`src/rtl/stream_src_pkg.sv`:
```
// Shared types and constants for the stream packet source.
// Widths, FSM/pattern enums and the LFSR step used by the data generator.
package stream_src_pkg;

    localparam int DATA_W_DEF = 32;
    localparam int LEN_W_DEF  = 16;
    localparam int CNT_W_DEF  = 16;
    localparam int GAP_W_DEF  = 8;

    localparam logic [31:0] LFSR_POLY = 32'h80200003;

    typedef enum logic [1:0] {
        MODE_CNT   = 2'd0,
        MODE_LFSR  = 2'd1,
        MODE_CONST = 2'd2,
        MODE_TAG   = 2'd3
    } mode_e;

    typedef enum logic [1:0] {
        ST_IDLE = 2'd0,
        ST_SEND = 2'd1,
        ST_GAP  = 2'd2,
        ST_FIN  = 2'd3
    } state_e;

    // Right-shifting Galois step; taps 32,22,2,1.
    function automatic logic [31:0] lfsr_next(input logic [31:0] s);
        return {1'b0, s[31:1]} ^ (s[0] ? LFSR_POLY : 32'h0);
    endfunction

endpackage

```
`src/rtl/stream_src_datagen.sv`:
```
// Pattern register for the packet source: loads seed/mode on start and
// steps only when a beat is transferred.
module stream_src_datagen
    import stream_src_pkg::*;
(
    input  logic        clk,
    input  logic        rstb,
    input  logic        load,
    input  logic [31:0] seed,
    input  mode_e       mode,
    input  logic        advance,
    input  logic [15:0] pkt_idx,
    input  logic [15:0] word_idx,
    output logic [31:0] word
);

    mode_e       mode_q, mode_d;
    logic [31:0] pat_q, pat_d;

    always_comb begin
        mode_d = mode_q;
        pat_d  = pat_q;
        if (load) begin
            mode_d = mode;
            // An all-zero LFSR state would lock up.
            pat_d  = (mode == MODE_LFSR && seed == 32'h0) ? 32'h1 : seed;
        end else if (advance) begin
            case (mode_q)
                MODE_CNT:  pat_d = pat_q + 32'h1;
                MODE_LFSR: pat_d = lfsr_next(pat_q);
                default:   pat_d = pat_q;
            endcase
        end
    end

    always_ff @(posedge clk or posedge rstb) begin
        if (rstb) begin
            mode_q <= MODE_CNT;
            pat_q  <= 32'h0;
        end else begin
            mode_q <= mode_d;
            pat_q  <= pat_d;
        end
    end

    assign word = (mode_q == MODE_TAG) ? {pkt_idx, word_idx} : pat_q;

endmodule

```
`src/rtl/stream_packet_source.sv`:
```
// Valid/ready/last packet transmitter: N packets of L words with an idle
// gap between packets, sink backpressure and abort at a beat boundary.
module stream_packet_source
    import stream_src_pkg::*;
#(
    parameter int DATA_W = DATA_W_DEF,
    parameter int LEN_W  = LEN_W_DEF,
    parameter int CNT_W  = CNT_W_DEF,
    parameter int GAP_W  = GAP_W_DEF
) (
    input  logic              clk,
    input  logic              rstb,
    input  logic              start,
    input  logic              abort,
    input  logic [LEN_W-1:0]  cfg_len,
    input  logic [CNT_W-1:0]  cfg_npkt,
    input  logic [GAP_W-1:0]  cfg_gap,
    input  logic [1:0]        cfg_mode,
    input  logic [31:0]       cfg_seed,
    output logic              valid,
    output logic              last,
    input  logic              ready,
    output logic [DATA_W-1:0] dout,
    output logic              busy,
    output logic              done,
    output logic [CNT_W-1:0]  pkt_sent
);

    state_e           state_q, state_d;
    logic [LEN_W-1:0] len_q, len_d;
    logic [CNT_W-1:0] npkt_q, npkt_d;
    logic [GAP_W-1:0] gap_q, gap_d;
    logic [GAP_W-1:0] gap_cnt_q, gap_cnt_d;
    logic [LEN_W-1:0] word_idx_q, word_idx_d;
    logic [CNT_W-1:0] pkt_sent_q, pkt_sent_d;

    logic load;
    logic xfer;
    logic is_last;
    logic abort_pend;

    assign valid      = (state_q == ST_SEND);
    assign busy       = (state_q == ST_SEND) || (state_q == ST_GAP);
    assign done       = (state_q == ST_FIN);
    assign xfer       = valid & ready;
    assign is_last    = (word_idx_q == len_q - LEN_W'(1));
    assign last       = valid & is_last;
    assign abort_pend = abort & busy;
    assign pkt_sent   = pkt_sent_q;

    always_comb begin
        state_d    = state_q;
        len_d      = len_q;
        npkt_d     = npkt_q;
        gap_d      = gap_q;
        gap_cnt_d  = gap_cnt_q;
        word_idx_d = word_idx_q;
        pkt_sent_d = pkt_sent_q;
        load       = 1'b0;

        case (state_q)
            ST_IDLE: begin
                if (start) begin
                    len_d      = (cfg_len == '0) ? LEN_W'(1) : cfg_len;
                    npkt_d     = cfg_npkt;
                    gap_d      = cfg_gap;
                    word_idx_d = '0;
                    pkt_sent_d = '0;
                    load       = 1'b1;
                    state_d    = (cfg_npkt == '0) ? ST_FIN : ST_SEND;
                end
            end
            ST_SEND: begin
                if (xfer) begin
                    if (is_last) begin
                        word_idx_d = '0;
                        pkt_sent_d = pkt_sent_q + CNT_W'(1);
                        if (pkt_sent_q + CNT_W'(1) == npkt_q) begin
                            state_d = ST_FIN;
                        end else if (gap_q != '0) begin
                            state_d   = ST_GAP;
                            gap_cnt_d = gap_q;
                        end
                    end else begin
                        word_idx_d = word_idx_q + LEN_W'(1);
                    end
                end
                // A beat accepted alongside abort still counts; nothing follows it.
                if (abort_pend) begin
                    state_d = ST_FIN;
                end
            end
            ST_GAP: begin
                if (abort_pend) begin
                    state_d = ST_FIN;
                end else if (gap_cnt_q <= GAP_W'(1)) begin
                    state_d = ST_SEND;
                end else begin
                    gap_cnt_d = gap_cnt_q - GAP_W'(1);
                end
            end
            default: begin
                state_d = ST_IDLE;
            end
        endcase
    end

    always_ff @(posedge clk or posedge rstb) begin
        if (rstb) begin
            state_q    <= ST_IDLE;
            len_q      <= '0;
            npkt_q     <= '0;
            gap_q      <= '0;
            gap_cnt_q  <= '0;
            word_idx_q <= '0;
            pkt_sent_q <= '0;
        end else begin
            state_q    <= state_d;
            len_q      <= len_d;
            npkt_q     <= npkt_d;
            gap_q      <= gap_d;
            gap_cnt_q  <= gap_cnt_d;
            word_idx_q <= word_idx_d;
            pkt_sent_q <= pkt_sent_d;
        end
    end

    stream_src_datagen u_datagen (
        .clk      (clk),
        .rstb     (rstb),
        .load     (load),
        .seed     (cfg_seed),
        .mode     (mode_e'(cfg_mode)),
        .advance  (xfer),
        .pkt_idx  (pkt_sent_q[15:0]),
        .word_idx (word_idx_q[15:0]),
        .word     (dout)
    );

endmodule

```
`config.mk`:
```
export PLATFORM = sky130hd
export DESIGN_NAME = stream_packet_source
export DESIGN_NICKNAME = d
export VERILOG_FILES = /design/src/rtl/stream_src_pkg.sv /design/src/rtl/stream_src_datagen.sv /design/src/rtl/stream_packet_source.sv
export SDC_FILE = /design/constraint.sdc
export NUM_CORES = 1
export LEC_CHECK = 0
export ABC_AREA = 0
export BUFFER_PORTS_ARGS = -buffer_cell sky130_fd_sc_hd__buf_4
export CAP_MARGIN = 20
export CORE_MARGIN = 4
export CORE_UTILIZATION = 58
export DETAILED_ROUTE_END_ITERATION = 8
export HOLD_SLACK_MARGIN = 0.02
export PLACE_DENSITY = 0.79
export SLEW_MARGIN = 40
export SYNTH_ARGS = -nofsm -noshare
export SYNTH_HDL_FRONTEND = slang
export SYNTH_SLANG_ARGS = --single-unit
```
`constraint.sdc`:
```
create_clock -name clk -period 4 [get_ports clk]
set_input_delay 0.6 -clock clk [delete_from_list [all_inputs] [get_ports clk]]
set_output_delay 0.6 -clock clk [all_outputs]
set_load 0.05 [all_outputs]
```
# Word level (Yosys, flattened, before mapping)
# Index checks and enable logic that the tools add are counted.
dict set report op_classes {
  n_div 0
  n_addsub 5
  n_reduce_logical 18
  n_mux 33
  n_bitwise 4
  eq_ne 19
  magnitude_cmp 1
  mul 0
  n_shift 0
}
# op n
set ops {}
lappend ops {{32-bit two-way mux} 5}
lappend ops {{16-bit two-way mux} 6}
lappend ops {{16-bit case mux with 2 select lines} 2}
lappend ops {{32-bit case mux with 2 select lines} 1}
lappend ops {{8-bit two-way mux} 6}
lappend ops {{16-bit by 1-bit adder with 16-bit output, second input constant} 2}
lappend ops {{32-bit by 1-bit adder with 32-bit output, second input constant} 1}
lappend ops {{16-bit equality test} 2}
lappend ops {{16-bit zero test} 2}
lappend ops {{32-bit zero test} 1}
lappend ops {{31-bit by 32-bit bitwise XOR with 32-bit output} 1}
lappend ops {{2-bit two-way mux} 9}
lappend ops {{8-bit case mux with 2 select lines} 1}
lappend ops {{16-bit by 1-bit subtractor with 16-bit output, second input constant} 1}
lappend ops {{8-bit by 1-bit less-or-equal comparator with 1-bit output, second input constant} 1}
lappend ops {{2-bit != test, second input constant} 4}
lappend ops {{8-bit nonzero test} 1}
lappend ops {{8-bit by 1-bit subtractor with 8-bit output, second input constant} 1}
lappend ops {{7-bit AND reduction} 1}
lappend ops {{2-bit by 1-bit equality test with 1-bit output, second input constant} 3}
lappend ops {{2-bit equality test, second input constant} 3}
lappend ops {{2-bit by 1-bit != test with 1-bit output, second input constant} 3}
lappend ops {{3-bit by 1-bit != test with 1-bit output, second input constant} 2}
lappend ops {{2-bit case mux with 3 select lines} 1}
lappend ops {{13 further kinds} 20}
dict set report totals {
  reg_bits 116
  rom_bits 0
  latchBits 0
  ram_bits 0
  memories 0
  out_inout_bits 52
}

# Longest topological paths before layout
dict set report depth {
  word_depth 7
  depth_mapped 12
  ltp_nobuf 10
}

# By module
# From an unflattened synthesis, not the netlist that was laid out.
dict set report unflattened {
  cells_unflattened 878
  area_unflattened_um2 7908.8
}
# module cells_each area_per_inst_um2 instances
set by_module_without_submodules {}
lappend by_module_without_submodules {stream_packet_source 535 4989.8 1}
lappend by_module_without_submodules {stream_src_datagen 343 2919.0 1}

# Least setup slack after synthesis
# OpenSTA, ideal clock, no wires.
dict set report synth_path {
  path_type {register to output}
  start {register len_q[0]}
  end {output last}
  arrival_ns 3.103
  n_path_buf 2
  stages_incl_launch_ff 11
  setup_slack_ns 0.297
  t_required_ns 3.400
  path_cell_list {dfrtp_1 > inv_1 > ha_1 > nor4b_4 > nand4b_1 > or3_1 > a221o_1 > or4_4 > buf_6 > clkbuf_1 > nor2_1}
}
dict set report synth_between {
  elab_chain_cells 3
}
# element line_no
set synth_lines {}
lappend synth_lines {{start, declared} stream_packet_source.sv:30} ;# logic [LEN_W-1:0] len_q, len_d;
lappend synth_lines {{start signal, assigned} stream_packet_source.sv:119} ;# len_q <= len_d;
lappend synth_lines {{16-bit by 1-bit subtractor with 16-bit output} stream_packet_source.sv:46} ;# assign is_last = (word_idx_q == len_q - LEN_W'(1));
lappend synth_lines {{16-bit equality test} stream_packet_source.sv:46}
lappend synth_lines {{1-bit AND} stream_packet_source.sv:47} ;# assign last = valid & is_last;
lappend synth_lines {{end, declared} stream_packet_source.sv:21} ;# output logic last,
# Every way passes these cells.

# Worst setup path in the final report
# Ends and elaborated chain as after synthesis.

==> flow_metrics.env <==
export IMPL_slew_violations=0
export IMPL_dp_cells=1217
export IMPL_clk_path_buf_depth=2
export IMPL_vias_per_cell=6.05
export IMPL_irDropWorstVdd_mv=0.515
export IMPL_drt_iter0_markers=754
export IMPL_grt_use_total_pct=29.8
export IMPL_grt_pass1_vias=7054
export IMPL_die_h_um=124
export IMPL_postSynthCellCount=963
export IMPL_synth_area_leaders="dfrtp_1, nand2_1, nor2_1"
export IMPL_grt_pass1_wl_um=35800
export IMPL_hold_viol_final=0
export IMPL_vias=7531
export IMPL_skew_ns=0.00898
export IMPL_fmax_mhz=263
export IMPL_die_w_um=124
export IMPL_cts_hold_buffers=0
export IMPL_slew_headroom_pct=46.1
export IMPL_status="completed"
export IMPL_worstSetupPathType="reg -> out"
export IMPL_reg2reg_from="len_q[0]$_DFFE_PP0P_"
export IMPL_io_pins=131
export IMPL_power_leakage_nw=4.10
export IMPL_die_area_um2=15400
export IMPL_worst_setup_path_start_kind="register"
export IMPL_yosys_warnings=0
export IMPL_synth_cell_type_count=65
export IMPL_htree_levels=4
export IMPL_synth_edff_count=0
export IMPL_r2r_worst_path_cells=10
export IMPL_clkLatencyLatePin_ns=0.42
export IMPL_num_antenna_cells=0
export IMPL_required_ns=3.40
export IMPL_rsz0062_at_grt="false"
export IMPL_cpMaxStageDelayCell="or4_4"
export IMPL_syn_mean_instance_area_um2=8.11
export IMPL_setup_viol=0
export IMPL_firstDrtPassIters=6
export IMPL_layout_nets=1149
export IMPL_ys_seq_area_share_pct=37.2
export IMPL_hp_class="in -> async"
export IMPL_cp_end_kind="output port"
export IMPL_synth_nets=1052
export IMPL_drtAntennaViolNets=0
export IMPL_wirelength_um=22300
export IMPL_crit_chain="inv_1, ha_1, nor4b_4, nand4b_1, or3_1, a221o_1, or4_4, nor2_1, buf_4"
export IMPL_drive_gt1_share_pct=19.9
export IMPL_fillers=1067
export IMPL_gp_congestion=0.906
export IMPL_fin_cells=1245
export IMPL_max_cap_violations=0
export IMPL_cts_sinks=116
export IMPL_synthDominantCellAreaShare_pct=37.2
export IMPL_rrSetupSlack_ns=0.47
export IMPL_arrival_ns=3.20
export IMPL_crit_start="len_q[0]$_DFFE_PP0P_"
export IMPL_cts_tree="done"
export IMPL_numCtsBuffers=17
export IMPL_placementRows=42
export IMPL_initial_core_util_pct=59.0
export IMPL_post_drt_wl_per_cell_um=17.9
export IMPL_antenna_found_initial=0
export IMPL_route_detailed_drc=0
export IMPL_slowest_delay_ns=0.58
export IMPL_ys_ff_latch=116
export IMPL_synth_ff_type="dfrtp_1"
export IMPL_synth_area_um2=7810
export IMPL_overflow=0
export IMPL_worst_pin_slew_ns=0.806
export IMPL_cts_setup_buffers=0
export IMPL_cts_root_buf="clkbuf_16"
export IMPL_place_hpwl_um=15600
export IMPL_finalCriticalPeriod_ns=3.80
export IMPL_ys_async_sr_fraction_pct=100
export IMPL_io_buffers=130
export IMPL_grt_max_degree=76
export IMPL_timing_rr_end="state_q[1]$_DFFE_PP0P_"
export IMPL_p_per_area_nw_per_um2=824
export IMPL_fin_setup_tns_ns=0
export IMPL_clkTransAtPathRegs_ns=0.05
export IMPL_netlist_top_cell_by_area="dfrtp_1"
export IMPL_core_area_um2=13200
export IMPL_worstPathMaxFanout=21
export IMPL_cts_repair_resized=0
export IMPL_synthToLayoutAreaGrowth_pct=20.6
export IMPL_finalCritPeriodShare_pct=95.0
export IMPL_utilization_pct=71.1
==> synthesized netlist by cell type, types with 3 or more instances <==
cell type  count
a21oi_1       64
a31oi_1       12
a211oi_1      12
nor4b_1        4
buf_1          6
nor3b_1        3
xnor2_1       40
o31ai_1        9
o21a_1        11
mux2_2        29
a21o_1         4
o221ai_1       7
clkbuf_1      52
buf_2          5
dfrtp_1      116
nor3_1        18
and4_1         7
mux2i_1        7
buf_6          3
o21ai_0       50
ha_1          10
xor2_1        34
nand3_1       30
a211o_1        3
inv_1         29
and3_1        12
and2_1         6
nor2_1       104
a311oi_1       4
nand4_1       17
nand2_1      169
or4_1          7
a221oi_1      10
or3_1          6
nor4_1        20
o21ai_1        3
a2bb2oi_1      4
==> cell families (layout without fill, tap and decap cells) <==
group                      after synthesis  count (layout)  share of synthesized area [%]
and+or+nand+nor                        415             415                           24.8
AOI/OAI and AO/OA                      215             215                           17.9
DFF                                    116             116                           37.2
buffers and inverters                   95             201                           4.93
xor gates and xnor gates                74              74                           8.30
muxes                                   38              38                           5.37
adders and majority gates               10              10                           1.60
==> worst max-delay path: cells and delay by family, from the launching register on <==
| family | cells | cell delay, ns |
|---|---|---|
| compound gates | 1 | 0.32 |
| simple gates | 5 | 1.57 |
| flops | 1 | 0.40 |
| fa+ha+maj | 1 | 0.19 |
| buf+inv | 2 | 0.31 |
==> per-stage QoR <==
step / power [mW] / setup WS (ns) / hold WS [ns] / instance area (um2)
after detailed placement: 6.25 / 0.468 / 0.475 / 8860
after global routing: 8.27 / 0.0366 / 0.314 / 9420
final: 7.76 / 0.199 / 0.269 / 9420
after global placement: 6.18 / 0.553 / 0.474 / 8850
after floorplan: 5.18 / 0.297 / 0.455 / 7810
after CTS: 7.75 / 0.175 / 0.292 / 9420
==> worst max path at each step <==
| stage | to | cells after the start |
|---|---|---|
| final | last | 9 |
| after global routing | last | 7 |
| after CTS | last | 9 |
| after detailed placement | state_q[1]$_DFFE_PP0P_ | 10 |
| after global placement | state_q[0]$_DFFE_PP0P_ | 10 |
| after floorplan | last | 10 |
==> sequential cells by signal, summed over array words and instances, names as in the netlist <==
register and flops:
u_datagen.pat_q 32, gap_q 8, npkt_q 16, u_datagen.mode_q 2
gap_cnt_q 8, word_idx_q 16, state_q 2, pkt_sent 16
len_q 16
==> power breakdown <==
part,switching [mW],leakage (nW),total [mW],internal (mW)
combinational,2.55,2.38,4.11,1.56
clock,0.505,0.277,1.45,0.945
sequential,0.594,1.45,2.20,1.60
==> cell type report <==
type / count / area [um2] / share of cell area, %
clock buffer: 22 / 474 / 5.03
clock inverter: 6 / 80.1 / 0.850
inverter: 29 / 114 / 1.21
multi-input combinational: 752 / 4550 / 48.3
sequential: 116 / 2900 / 30.8
tap: 176 / 220 / 2.34
timing repair buffer: 144 / 1080 / 11.5
==> metal layers <==
metal	GRT usage [%]	part of all wire (%)	up-vias
li1	-	-	3598
met3	5.68	6.5	40
met4	10.3	2.2	0
met5	0	0	-
met1	39.5	42	3599
met2	48.9	49	294
==> cell usage in the layout (no fill, tap or decap), drive strengths merged, types with 10 or more instances in the layout <==
| cell type | Yosys | layout |
|---|---|---|
| inv | 29 | 29 |
| xnor2 | 40 | 40 |
| xor2 | 34 | 34 |
| o21a | 11 | 11 |
| nor3 | 18 | 18 |
| a221oi | 10 | 10 |
| nor2 | 104 | 104 |
| nand3 | 30 | 30 |
| nand2 | 169 | 169 |
| ha | 10 | 10 |
| a211oi | 13 | 13 |
| a21oi | 64 | 64 |
| clkbuf | 52 | 22 |
| dfrtp | 116 | 116 |
| o21ai | 54 | 54 |
| nor4 | 21 | 21 |
| mux2 | 31 | 31 |
| nand4 | 17 | 17 |
| a31oi | 12 | 12 |
| and3 | 12 | 12 |
| buf | 14 | 144 |
No activity file was read; power rests on OpenSTA's default activity.
